`config.mk`:
```
export PLATFORM = sky130hd
export DESIGN_NAME = branch_resolve_flat
export DESIGN_NICKNAME = d
export VERILOG_FILES = /design/src/rtl/branch_resolve_if.sv /design/src/rtl/branch_resolve.sv /design/src/flat_wrapper.sv
export SDC_FILE = /design/constraint.sdc
export NUM_CORES = 1
export LEC_CHECK = 0
export ABC_AREA = 1
export BUFFER_PORTS_ARGS = -buffer_cell sky130_fd_sc_hd__buf_2
export CAP_MARGIN = 40
export CORE_MARGIN = 4
export CORE_UTILIZATION = 35
export DETAILED_ROUTE_END_ITERATION = 16
export GPL_ROUTABILITY_DRIVEN = 1
export PLACE_DENSITY_LB_ADDON = 0.25
export SYNTH_ARGS = -nofsm -noshare
export SYNTH_HDL_FRONTEND = slang
export SYNTH_SLANG_ARGS = --single-unit
```
`constraint.sdc`:
```
create_clock -name cpu_clk -period 7.27 [get_ports cpu_clk]
set_input_delay 0.3635 -clock cpu_clk [delete_from_list [all_inputs] [get_ports cpu_clk]]
set_output_delay 0.3635 -clock cpu_clk [all_outputs]
set_load 0.03 [all_outputs]
```
`src/rtl/branch_resolve_if.sv`:
```
// branch_resolve_if: decode push, EX resolve, redirect and predictor-update bus of branch_resolve.
// The master modport is the pipeline side; the slave modport is branch_resolve.
interface branch_resolve_if #(
   parameter int ADDR_WIDTH = 32
);
   logic                  dec_br_push;
   logic [ADDR_WIDTH-1:0] dec_br_pc;
   logic                  dec_pred_taken;
   logic [ADDR_WIDTH-1:0] dec_pred_target;
   logic                  dec_is_loop;
   logic                  dec_stall;
   logic                  ex_br_valid;
   logic                  ex_is_jalr;
   logic                  ex_taken;
   logic [ADDR_WIDTH-1:0] ex_target;
   logic                  ext_flush;
   logic                  redirect_valid;
   logic [ADDR_WIDTH-1:0] redirect_pc;
   logic                  upd_valid;
   logic [ADDR_WIDTH-1:0] upd_pc;
   logic                  upd_taken;
   logic [ADDR_WIDTH-1:0] upd_target;
   logic                  upd_is_loop;
   logic                  upd_jalr;
   logic                  q_err;

   modport master (
      output dec_br_push, dec_br_pc, dec_pred_taken, dec_pred_target, dec_is_loop,
      output ex_br_valid, ex_is_jalr, ex_taken, ex_target, ext_flush,
      input  dec_stall, redirect_valid, redirect_pc,
      input  upd_valid, upd_pc, upd_taken, upd_target, upd_is_loop, upd_jalr, q_err
   );

   modport slave (
      input  dec_br_push, dec_br_pc, dec_pred_taken, dec_pred_target, dec_is_loop,
      input  ex_br_valid, ex_is_jalr, ex_taken, ex_target, ext_flush,
      output dec_stall, redirect_valid, redirect_pc,
      output upd_valid, upd_pc, upd_taken, upd_target, upd_is_loop, upd_jalr, q_err
   );
endinterface

```
`src/rtl/branch_resolve.sv`:
```
// branch_resolve: EX-stage check of queued branch predictions, mispredict redirect and predictor update.
// Define BRANCH_STATS_EN to add saturating resolve / mispredict / target-miss counters.
module branch_resolve #(
   parameter int ADDR_WIDTH = 32,
   parameter int QDEPTH     = 4,
   parameter int QPTR_W     = $clog2(QDEPTH)
) (
   input  logic            cpu_clk,
   input  logic            cpu_rst,
   branch_resolve_if.slave bus
`ifdef BRANCH_STATS_EN
   ,
   output logic [31:0]     stat_resolved,
   output logic [31:0]     stat_mispred,
   output logic [31:0]     stat_target_miss
`endif
);

   localparam logic [QPTR_W:0] FULL_CNT = (QPTR_W+1)'(QDEPTH);

   logic [ADDR_WIDTH-1:0] q_pc     [QDEPTH];
   logic [ADDR_WIDTH-1:0] q_target [QDEPTH];
   logic                  q_taken  [QDEPTH];
   logic                  q_loop   [QDEPTH];

   logic [QPTR_W-1:0]     rd_ptr, wr_ptr;
   logic [QPTR_W:0]       count;

   logic                  push_ok, pop, mis, clear;
   logic [ADDR_WIDTH-1:0] head_pc, head_target;
   logic                  head_taken, head_loop;

   assign bus.dec_stall = (count == FULL_CNT);
   assign push_ok       = bus.dec_br_push && !bus.dec_stall;
   assign pop           = bus.ex_br_valid && (count != '0);

   assign head_pc     = q_pc[rd_ptr];
   assign head_target = q_target[rd_ptr];
   assign head_taken  = q_taken[rd_ptr];
   assign head_loop   = q_loop[rd_ptr];

   // NOTE: every signal written in always_comb gets a default first so no latch is inferred.
   always_comb begin
      mis = 1'b0;
      if (pop)
         mis = (head_taken != bus.ex_taken) ||
               (bus.ex_taken && (head_target != bus.ex_target));
   end

   // A mispredict or trap makes every younger queued entry (and any concurrent push) wrong-path.
   assign clear = mis || bus.ext_flush;

   // NOTE: queue storage has no reset; only pointers and count qualify its contents.
   always_ff @(posedge cpu_clk) begin
      if (push_ok && !clear) begin
         q_pc[wr_ptr]     <= bus.dec_br_pc;
         q_target[wr_ptr] <= bus.dec_pred_target;
         q_taken[wr_ptr]  <= bus.dec_pred_taken;
         q_loop[wr_ptr]   <= bus.dec_is_loop;
      end
   end

   // NOTE: sequential state uses non-blocking assignments so every flop samples pre-edge values.
   always_ff @(posedge cpu_clk) begin
      if (cpu_rst) begin
         rd_ptr <= '0;
         wr_ptr <= '0;
         count  <= '0;
      end else if (clear) begin
         rd_ptr <= '0;
         wr_ptr <= '0;
         count  <= '0;
      end else begin
         if (push_ok) wr_ptr <= wr_ptr + 1'b1;
         if (pop)     rd_ptr <= rd_ptr + 1'b1;
         case ({push_ok, pop})
            2'b10:   count <= count + 1'b1;
            2'b01:   count <= count - 1'b1;
            default: count <= count;
         endcase
      end
   end

   always_ff @(posedge cpu_clk) begin
      if (cpu_rst) begin
         bus.upd_valid      <= 1'b0;
         bus.upd_pc         <= '0;
         bus.upd_taken      <= 1'b0;
         bus.upd_target     <= '0;
         bus.upd_is_loop    <= 1'b0;
         bus.upd_jalr       <= 1'b0;
         bus.redirect_valid <= 1'b0;
         bus.redirect_pc    <= '0;
         bus.q_err          <= 1'b0;
      end else begin
         bus.upd_valid <= pop;
         if (pop) begin
            bus.upd_pc      <= head_pc;
            bus.upd_taken   <= bus.ex_taken;
            bus.upd_target  <= bus.ex_target;
            bus.upd_is_loop <= head_loop;
            bus.upd_jalr    <= bus.ex_is_jalr;
         end
         // The trap handler owns the redirect when ext_flush coincides with a mispredict.
         bus.redirect_valid <= mis && !bus.ext_flush;
         if (mis && !bus.ext_flush)
            bus.redirect_pc <= bus.ex_taken ? bus.ex_target : head_pc + ADDR_WIDTH'(4);
         if (bus.ex_br_valid && (count == '0))
            bus.q_err <= 1'b1;
      end
   end

`ifdef BRANCH_STATS_EN
   always_ff @(posedge cpu_clk) begin
      if (cpu_rst) begin
         stat_resolved    <= '0;
         stat_mispred     <= '0;
         stat_target_miss <= '0;
      end else begin
         if (pop && (stat_resolved != '1))
            stat_resolved <= stat_resolved + 1'b1;
         if (mis && (stat_mispred != '1))
            stat_mispred <= stat_mispred + 1'b1;
         if (mis && (head_taken == bus.ex_taken) && (stat_target_miss != '1))
            stat_target_miss <= stat_target_miss + 1'b1;
      end
   end
`endif

endmodule

```
`src/flat_wrapper.sv`:
```
// flat-port wrapper written by rule: the top's interface ports become plain ports
module branch_resolve_flat 
#(
   parameter int ADDR_WIDTH = 32,
   parameter int QDEPTH     = 4,
   parameter int QPTR_W     = $clog2(QDEPTH)
)
  (cpu_clk, cpu_rst, bus_dec_br_push, bus_dec_br_pc, bus_dec_pred_taken, bus_dec_pred_target, bus_dec_is_loop, bus_ex_br_valid, bus_ex_is_jalr, bus_ex_taken, bus_ex_target, bus_ext_flush, bus_dec_stall, bus_redirect_valid, bus_redirect_pc, bus_upd_valid, bus_upd_pc, bus_upd_taken, bus_upd_target, bus_upd_is_loop, bus_upd_jalr, bus_q_err);
  branch_resolve_if #(.ADDR_WIDTH(ADDR_WIDTH)) bus_i ();
  input  logic cpu_clk;
  input  logic cpu_rst;
  input wire logic [$bits(bus_i.dec_br_push)-1:0] bus_dec_br_push;
  input wire logic [$bits(bus_i.dec_br_pc)-1:0] bus_dec_br_pc;
  input wire logic [$bits(bus_i.dec_pred_taken)-1:0] bus_dec_pred_taken;
  input wire logic [$bits(bus_i.dec_pred_target)-1:0] bus_dec_pred_target;
  input wire logic [$bits(bus_i.dec_is_loop)-1:0] bus_dec_is_loop;
  input wire logic [$bits(bus_i.ex_br_valid)-1:0] bus_ex_br_valid;
  input wire logic [$bits(bus_i.ex_is_jalr)-1:0] bus_ex_is_jalr;
  input wire logic [$bits(bus_i.ex_taken)-1:0] bus_ex_taken;
  input wire logic [$bits(bus_i.ex_target)-1:0] bus_ex_target;
  input wire logic [$bits(bus_i.ext_flush)-1:0] bus_ext_flush;
  output wire logic [$bits(bus_i.dec_stall)-1:0] bus_dec_stall;
  output wire logic [$bits(bus_i.redirect_valid)-1:0] bus_redirect_valid;
  output wire logic [$bits(bus_i.redirect_pc)-1:0] bus_redirect_pc;
  output wire logic [$bits(bus_i.upd_valid)-1:0] bus_upd_valid;
  output wire logic [$bits(bus_i.upd_pc)-1:0] bus_upd_pc;
  output wire logic [$bits(bus_i.upd_taken)-1:0] bus_upd_taken;
  output wire logic [$bits(bus_i.upd_target)-1:0] bus_upd_target;
  output wire logic [$bits(bus_i.upd_is_loop)-1:0] bus_upd_is_loop;
  output wire logic [$bits(bus_i.upd_jalr)-1:0] bus_upd_jalr;
  output wire logic [$bits(bus_i.q_err)-1:0] bus_q_err;
  assign bus_i.dec_br_push = bus_dec_br_push;
  assign bus_i.dec_br_pc = bus_dec_br_pc;
  assign bus_i.dec_pred_taken = bus_dec_pred_taken;
  assign bus_i.dec_pred_target = bus_dec_pred_target;
  assign bus_i.dec_is_loop = bus_dec_is_loop;
  assign bus_i.ex_br_valid = bus_ex_br_valid;
  assign bus_i.ex_is_jalr = bus_ex_is_jalr;
  assign bus_i.ex_taken = bus_ex_taken;
  assign bus_i.ex_target = bus_ex_target;
  assign bus_i.ext_flush = bus_ext_flush;
  assign bus_dec_stall = bus_i.dec_stall;
  assign bus_redirect_valid = bus_i.redirect_valid;
  assign bus_redirect_pc = bus_i.redirect_pc;
  assign bus_upd_valid = bus_i.upd_valid;
  assign bus_upd_pc = bus_i.upd_pc;
  assign bus_upd_taken = bus_i.upd_taken;
  assign bus_upd_target = bus_i.upd_target;
  assign bus_upd_is_loop = bus_i.upd_is_loop;
  assign bus_upd_jalr = bus_i.upd_jalr;
  assign bus_q_err = bus_i.q_err;
  branch_resolve #(.ADDR_WIDTH(ADDR_WIDTH), .QDEPTH(QDEPTH), .QPTR_W(QPTR_W)) u_core (.cpu_clk(cpu_clk), .cpu_rst(cpu_rst), .bus(bus_i));
endmodule
```
==> run metrics, run 1 <==
result of the run=completed; vias in the first global route=between 10,000 and 15,000; number of distinct standard cells referenced by the synthesized netlist=38; Placement Setup Slack=2370 ps; vias=13,571; Most Used Layer, Global Route=met2; layout overhead on the synthesized area=18.0%; Placement Rows=79; Final Max Tran Viols=0; DRT Wirelength=53,600 um; Critical Path Fanout Max=80; clock buffer depth=3; Worst Setup Path Type=register to register; number of remaining DRC errors=0; number of standard cells after synthesis=1,824; Antenna Nets Post-Route=0; Die Area=just over 0.05 mm^2; worst-case hold path end point=u_core.q_target[0][27]; number of antenna violations at the first check in global routing=11; global-route wire length before repair=78,500 um; overflow left after global routing=0; master of the slowest instance on the critical path=sky130_fd_sc_hd__buf_4; TNS Setup=0 ps; number of iterations in the first detailed-routing pass=6; I/O Pins=208; syn avg cell area=9.14 um^2; worst hold slack after final layout=35.5 ps; slew at the pin closest to its max-slew limit=870 ps; arrival time at the worst endpoint=5120 ps; First DRT Iteration DRCs=1,493; estimated wirelength of the detail-placed design=approximately 38,000 um; reg-to-reg critical path endpoint=u_core.q_target[2][25]; kind of start point of the critical path=register; origin of the worst min-delay path=bus_dec_pred_target[27]; most common cell type on the critical path=sky130_fd_sc_hd__nand2_1; flop and latch count out of synthesis=375; count of cells resized by post-cts repair=0; Power Dens Cells=approximately 250 mW/mm^2; clock skew after layout=27.9 ps; worst reg-to-reg path cell count=16; unrepaired setup endpoints after global routing=no; root buf cell=sky130_fd_sc_hd__clkbuf_16; max cap viols=0; vias per std cell=5.10; global-route track usage on met3=4.26%; maximum number of pins on one net before global-route repair=94; Final setup violation count=0; number of warnings issued by yosys=0; met2 usage=31.2%; CP max stage delay=roughly 780 ps; met1 routing resource usage after global routing=between 20% and 30%; fin crit share=67.6%; Critical Path End Type=register; worst path buffer plus inverter count=2; synthesized netlist net count=1,936; critical path, cell by cell=buf_4 > nand2_1 > nand3_1 > nand2_1 > nand2_1 > nand2_1 > nor2_1 > nand2_1 > nor2_1 > nand3_1 > nor2_1 > nor2_2 > nor2_2 > nand2_1 > nor2_4 > buf_4; initial core utilization=35.6%; depth of the CTS H-tree=2; TritonCTS clock tree=yes; hold violation count in the final report=0; CP top delay family=simple AND/OR/NAND/NOR gates; worst ir drop on vdd=~0.00016 V; count of buffers added by post-CTS timing repair for setup=0; CTS Buf Count=41; worst-case register-to-register setup slack=2350 ps; clock transition at the registers of the reported paths=60 ps; NumNets Final=2,130; hold-critical path depth=1; y dimension of the die=226 um; type of the worst min-delay path=input pin to register; register area share after synthesis=60.9%; required arrival time at the worst endpoint=7480 ps; placeable core area=around 0.047 mm^2; least setup slack across all paths after layout=2350 ps; Post-Syn Area=0.0167 mm^2; area after detailed placement=0.0182 mm^2; hold buffer count at cts=11; Final Critical Period=4920 ps; final standard cell area without fillers=0.0197 mm^2; IO buf count=approximately 210; final total power=4.88 mW; GRT Resource Usage Total=20.4%; placer congestion estimate=0.925; die width=226 um; clock insertion delay at the later pin of the skew report=570 ps; static leakage=~8 nW; worst slew margin relative to its limit=42.0%; maximum clock frequency=203 MHz; Avg WL per Cell=20.1 um; fraction of layout cells with a size suffix above 1=16.0%; total number of clock tree sinks=375
[report_power, final]
group | total, mW | internal, mW | leakage [nW] | switching [mW]
Clock | 2.03 | 1.18 | 0.628 | 0.849
Sequential | 2.38 | 2.35 | 3.30 | 0.0282
Combinational | 0.477 | 0.133 | 4.26 | 0.344
Total | 4.88 | 3.66 | 8.18 | 1.22
[layer usage]
metal	routed length, um	share of wire (%)
met1	23700	44
met2	23900	44
met3	4340	8.1
met4	1710	3.2
met5	35	0.065
[cell families (layout without fill, tap and decap cells)]
group                      Yosys count  after routing  share of synthesized area (%)
xor gates and xnor gates            19             19                          0.998
AOI/OAI and AO/OA                  185            185                           5.70
and+or+nand+nor                   1059           1059                           26.6
DFF                                375            375                           60.9
buffers and inverters              179            405                           5.29
other                                0              5                              0
adders and majority gates            7              7                          0.570
[flip-flops by register name, summed over array words and instances, names as in the netlist, named ones only]
signal	flops
u_core.bus.q_err	1
u_core.bus.redirect_pc	32
u_core.bus.redirect_valid	1
u_core.bus.upd_is_loop	1
u_core.bus.upd_jalr	1
u_core.bus.upd_pc	32
u_core.bus.upd_taken	1
u_core.bus.upd_target	32
u_core.bus.upd_valid	1
u_core.count	3
u_core.q_loop	4
u_core.q_pc	128
u_core.q_taken	4
u_core.q_target	128
u_core.rd_ptr	2
u_core.wr_ptr	2
[per-stage QoR]
stage / std cells / utilization (%)
finish: 2662 / 42.0
CTS: 2657 / 41.9
floorplan: 1824 / -
global route: 2659 / 42.0
global placement: 2565 / 38.6
detailed placement: 2571 / 38.9
[final cells by class]
class / instances / area [um^2]
Timing Repair Buffer: 237 / 1400
Fill cell: 4595 / 27200
Clock buffer: 56 / 1140
Multi-Input combinational cell: 1270 / 5680
Inverter: 93 / 355
Tap cell: 607 / 759
Clock inverter: 19 / 158
Antenna cell: 5 / 12.5
Sequential cell: 375 / 10200
[Yosys cell counts, drive strengths merged]
library cell    n  area, um^2
nand2         655        2480
edfxtp        264        7930
nand3         187         963
nor2          183         744
dfxtp         111        2220
o21ai          97         485
inv            91         347
a21oi          73         365
buf            58         423
clkbuf         28         105
xor2           17         149
nand4          16         100
nand3b         13        97.6
a31oi           9        56.3
ha              6        75.1
nor3            3        20.0
o22ai           3        18.8
clkinv          2        7.51
xnor2           2        17.5
a32oi           1        8.76
and3            1        6.26
fa              1        20.0
nor3b           1        12.5
o211ai          1        7.51
o31ai           1        7.51
[worst reg2reg max path, cell delays in order, from the launching register on]
cell and delay [ps]:
sky130_fd_sc_hd__dfxtp_4 770, sky130_fd_sc_hd__buf_4 780, sky130_fd_sc_hd__nand2_1 160, sky130_fd_sc_hd__nand3_1 140, sky130_fd_sc_hd__nand2_1 80, sky130_fd_sc_hd__nand2_1 120, sky130_fd_sc_hd__nand2_1 60, sky130_fd_sc_hd__nor2_1 120
sky130_fd_sc_hd__nand2_1 80, sky130_fd_sc_hd__nor2_1 90, sky130_fd_sc_hd__nand3_1 70, sky130_fd_sc_hd__nor2_1 220, sky130_fd_sc_hd__nor2_2 230, sky130_fd_sc_hd__nor2_2 180, sky130_fd_sc_hd__nand2_1 250, sky130_fd_sc_hd__nor2_4 670
sky130_fd_sc_hd__buf_4 500
[placed cells by master, fill, tap and decap left out, drive strengths merged, types with 3 or more instances in the layout]
cell,netlist,routed
diode,0,5
clkinv,2,14
nor3,3,3
nand2,655,655
nor2,183,183
a31oi,9,9
dlygate4sd3,0,11
buf,58,226
nand3b,13,13
inv,91,92
edfxtp,264,264
xor2,17,17
nand4,16,16
clkbuf,28,56
dfxtp,111,111
a21oi,73,73
nand3,187,187
clkinvlp,0,4
ha,6,6
o22ai,3,3
o21ai,97,97
[worst max-delay path by stage]
| stage | slack (ps) | cells after the start | end |
|---|---|---|---|
| 5_1_grt | 1890 | 16 | u_core.q_pc[2][3] |
| 3_5_place_dp | 2370 | 16 | u_core.q_target[2][25] |
| 4_1_cts | 2340 | 16 | u_core.q_pc[2][3] |
| 3_3_place_gp | 2480 | 15 | u_core.q_pc[2][7] |
| 2_1_floorplan | 2360 | 15 | u_core.q_loop[0] |
| 6_report | 2350 | 16 | u_core.q_target[2][25] |
No activity file was read; power rests on OpenSTA's default activity.
==> run 2, diff against run 1 <==
clock period = 4.55 ns   (was 7.27 ns; I/O delays follow)
==> run 2 against run 1 <==
  * Cell count rose by 2.0%
  * Highest routed layer unchanged
  * Utilization rose by 1.0 points
  * Routed wire length fell by 1.9%
  * Worst hold slack got worse by 12 ps
  * First-iteration DRC count fell by 20%
  * Critical path depth fell by 1
  * Clock skew fell by 14 ps
  * Setup slack got worse by 1500 ps
==> run metrics, run 2 (same netlist as run 1, synthesis figures left out) <==
result of the run=completed (unchanged); layout overhead on the synthesized area=20.8% (was 18.0%); static leakage=8.38 nW (was 8.18 nW); slew at the pin closest to its max-slew limit=860 ps (was 870 ps); overflow left after global routing=0 (unchanged); y dimension of the die=226 um (unchanged); kind of start point of the critical path=register (unchanged); root buf cell=sky130_fd_sc_hd__clkbuf_16 (unchanged); die width=226 um (unchanged); NumNets Final=2,187 (was 2,130); Critical Path Fanout Max=49 (was 80); DRT Wirelength=52,600 um (was 53,600 um); hold violation count in the final report=0 (unchanged); number of remaining DRC errors=0 (unchanged); Placement Setup Slack=934 ps (was 2370 ps); maximum number of pins on one net before global-route repair=132 (was 94); total number of clock tree sinks=375 (unchanged); count of buffers added by post-CTS timing repair for setup=0 (unchanged); clock buffer depth=3 (unchanged); I/O Pins=208 (unchanged); Final Max Tran Viols=0 (unchanged); placer congestion estimate=0.927 (was 0.925); vias in the first global route=12,689 (was 12,558); global-route wire length before repair=77,800 um (was 78,500 um); Final Critical Period=3670 ps (was 4920 ps); most frequent cells in the layout=sky130_fd_sc_hd__nand2_1 (646), sky130_fd_sc_hd__edfxtp_1 (264), sky130_fd_sc_hd__buf_2 (207) (unchanged); vias per std cell=4.97 (was 5.10); GRT Resource Usage Total=20.1% (was 20.4%); fraction of layout cells with a size suffix above 1=15.5% (was 16.0%); Finished Layout Cells=2,716 (was 2,662); least setup slack across all paths after layout=877 ps (was 2350 ps); Power Dens Cells=382 mW/mm^2 (was 248 mW/mm^2); fin crit share=80.7% (was 67.6%); unrepaired setup endpoints after global routing=no (unchanged); required arrival time at the worst endpoint=4760 ps (was 7480 ps); placeable core area=0.0469 mm^2 (unchanged); most frequent standard cell in the layout excluding fill and tap cells=sky130_fd_sc_hd__nand2_1 (unchanged); depth of the CTS H-tree=2 (unchanged); Worst Setup Path Type=register to register (unchanged); max cap viols=0 (unchanged); worst ir drop on vdd=0.000227 V (was 0.000159 V); estimated wirelength of the detail-placed design=37,200 um (was 38,400 um); Placed Cells incl. Taps=2,572 (was 2,571); clock insertion delay at the later pin of the skew report=560 ps (was 570 ps); Die Area=0.0512 mm^2 (unchanged); number of antenna violations at the first check in global routing=7 (was 11); clock transition at the registers of the reported paths=60 ps (about the same); worst slew margin relative to its limit=42.6% (was 42.0%); CTS Buf Count=40 (was 41); registers with the highest flip-flop counts=u_core.q_pc x128, u_core.q_target x128 (unchanged); initial core utilization=35.6% (unchanged); Placement Rows=79 (unchanged); Avg WL per Cell=19.4 um (was 20.1 um); maximum clock frequency=272 MHz (was 203 MHz); arrival time at the worst endpoint=3890 ps (was 5120 ps); Final setup violation count=0 (unchanged); type of the worst min-delay path=input pin to register (unchanged); Antenna Nets Post-Route=0 (unchanged); Critical Path End Type=register (unchanged); First DRT Iteration DRCs=1,192 (was 1,493); TritonCTS clock tree=yes (unchanged); vias=13,505 (was 13,571); number of iterations in the first detailed-routing pass=5 (was 6); IO buf count=207 (unchanged); clock skew after layout=14.2 ps (was 27.9 ps)
[run 2: cell types whose count changed in the layout (fill, tap and decap cells not counted), moves of 3 or more]
cell / before / now
sky130_fd_sc_hd__dlygate4sd3_1: 11 / 68
sky130_fd_sc_hd__clkbuf_8: 2 / 6
sky130_fd_sc_hd__buf_16: 3 / 0
sky130_fd_sc_hd__clkinvlp_4: 4 / 1
[run 2: repair_timing]
item / 4_1_cts / 5_1_grt
hold endpoints to repair: 266 / 0
hold buffers: 68 / 0
resized for setup: 0 / 0
[run 2: path summary, 6_finish.rpt]
| kind | from | end | cells after the start | slack, ps |
|---|---|---|---|---|
| min | bus_ex_target[22] | u_core.bus.upd_target[22] | 3 | 20 |
| min reg2reg | u_core.bus.redirect_pc[29] | u_core.bus.redirect_pc[29] | 2 | 470 |
| max | register | u_core.q_pc[0][20] | 15 | 880 |
| max reg2reg | register | u_core.q_pc[0][20] | 15 | 880 |
[run 2: worst max-delay path: stages (launching register included)]
cell	delay, ps
sky130_fd_sc_hd__dfxtp_2	320
sky130_fd_sc_hd__inv_2	460
sky130_fd_sc_hd__buf_4	320
sky130_fd_sc_hd__nand3_1	120
sky130_fd_sc_hd__nand3b_1	200
sky130_fd_sc_hd__nand2_1	80
sky130_fd_sc_hd__nor2_1	110
sky130_fd_sc_hd__nand2_1	80
sky130_fd_sc_hd__nor2_1	90
sky130_fd_sc_hd__nand3_1	80
sky130_fd_sc_hd__nor2_1	210
sky130_fd_sc_hd__nor2_2	220
sky130_fd_sc_hd__nor2_2	170
sky130_fd_sc_hd__nand2_1	260
sky130_fd_sc_hd__nor2_4	210
sky130_fd_sc_hd__buf_12	290
[run 2: through the flow]
stage               hold WS, ps  power, mW  cell area [um^2]  setup TNS (ps)  utilization [%]
floorplan                   297       4.31             16700          -95360                -
global placement            442       4.60             18200               0             38.8
detailed placement          447       4.61             18200               0             38.9
CTS                        1.25       7.75             20100               0             42.9
global route               37.5       7.97             20100               0             42.9
finish                     23.9       7.68             20100               0             43.0
[run 2: power breakdown]
group	internal, mW	switching [mW]
Sequential	3.75	0.0398
Combinational	0.241	0.551
Clock	1.76	1.34
[run 2: layer usage]
layer  global-route usage [%]  wire (um)  vias up
li1                         -          -     6590
met1                     27.8      23300     6378
met2                     31.0      23500      446
met3                     4.58       4040       87
met4                     7.31       1750        4
met5                        0         27        -
[run 2: layout make-up]
type / instances / area, um^2
clock inverter: 13 / 78.8
antenna: 6 / 15.0
sequential: 375 / 10200
multi-input combinational: 1270 / 5680
inverter: 93 / 355
clock buffer: 57 / 1150
tap: 607 / 759
timing repair buffer: 295 / 1940
fill: 4545 / 26700
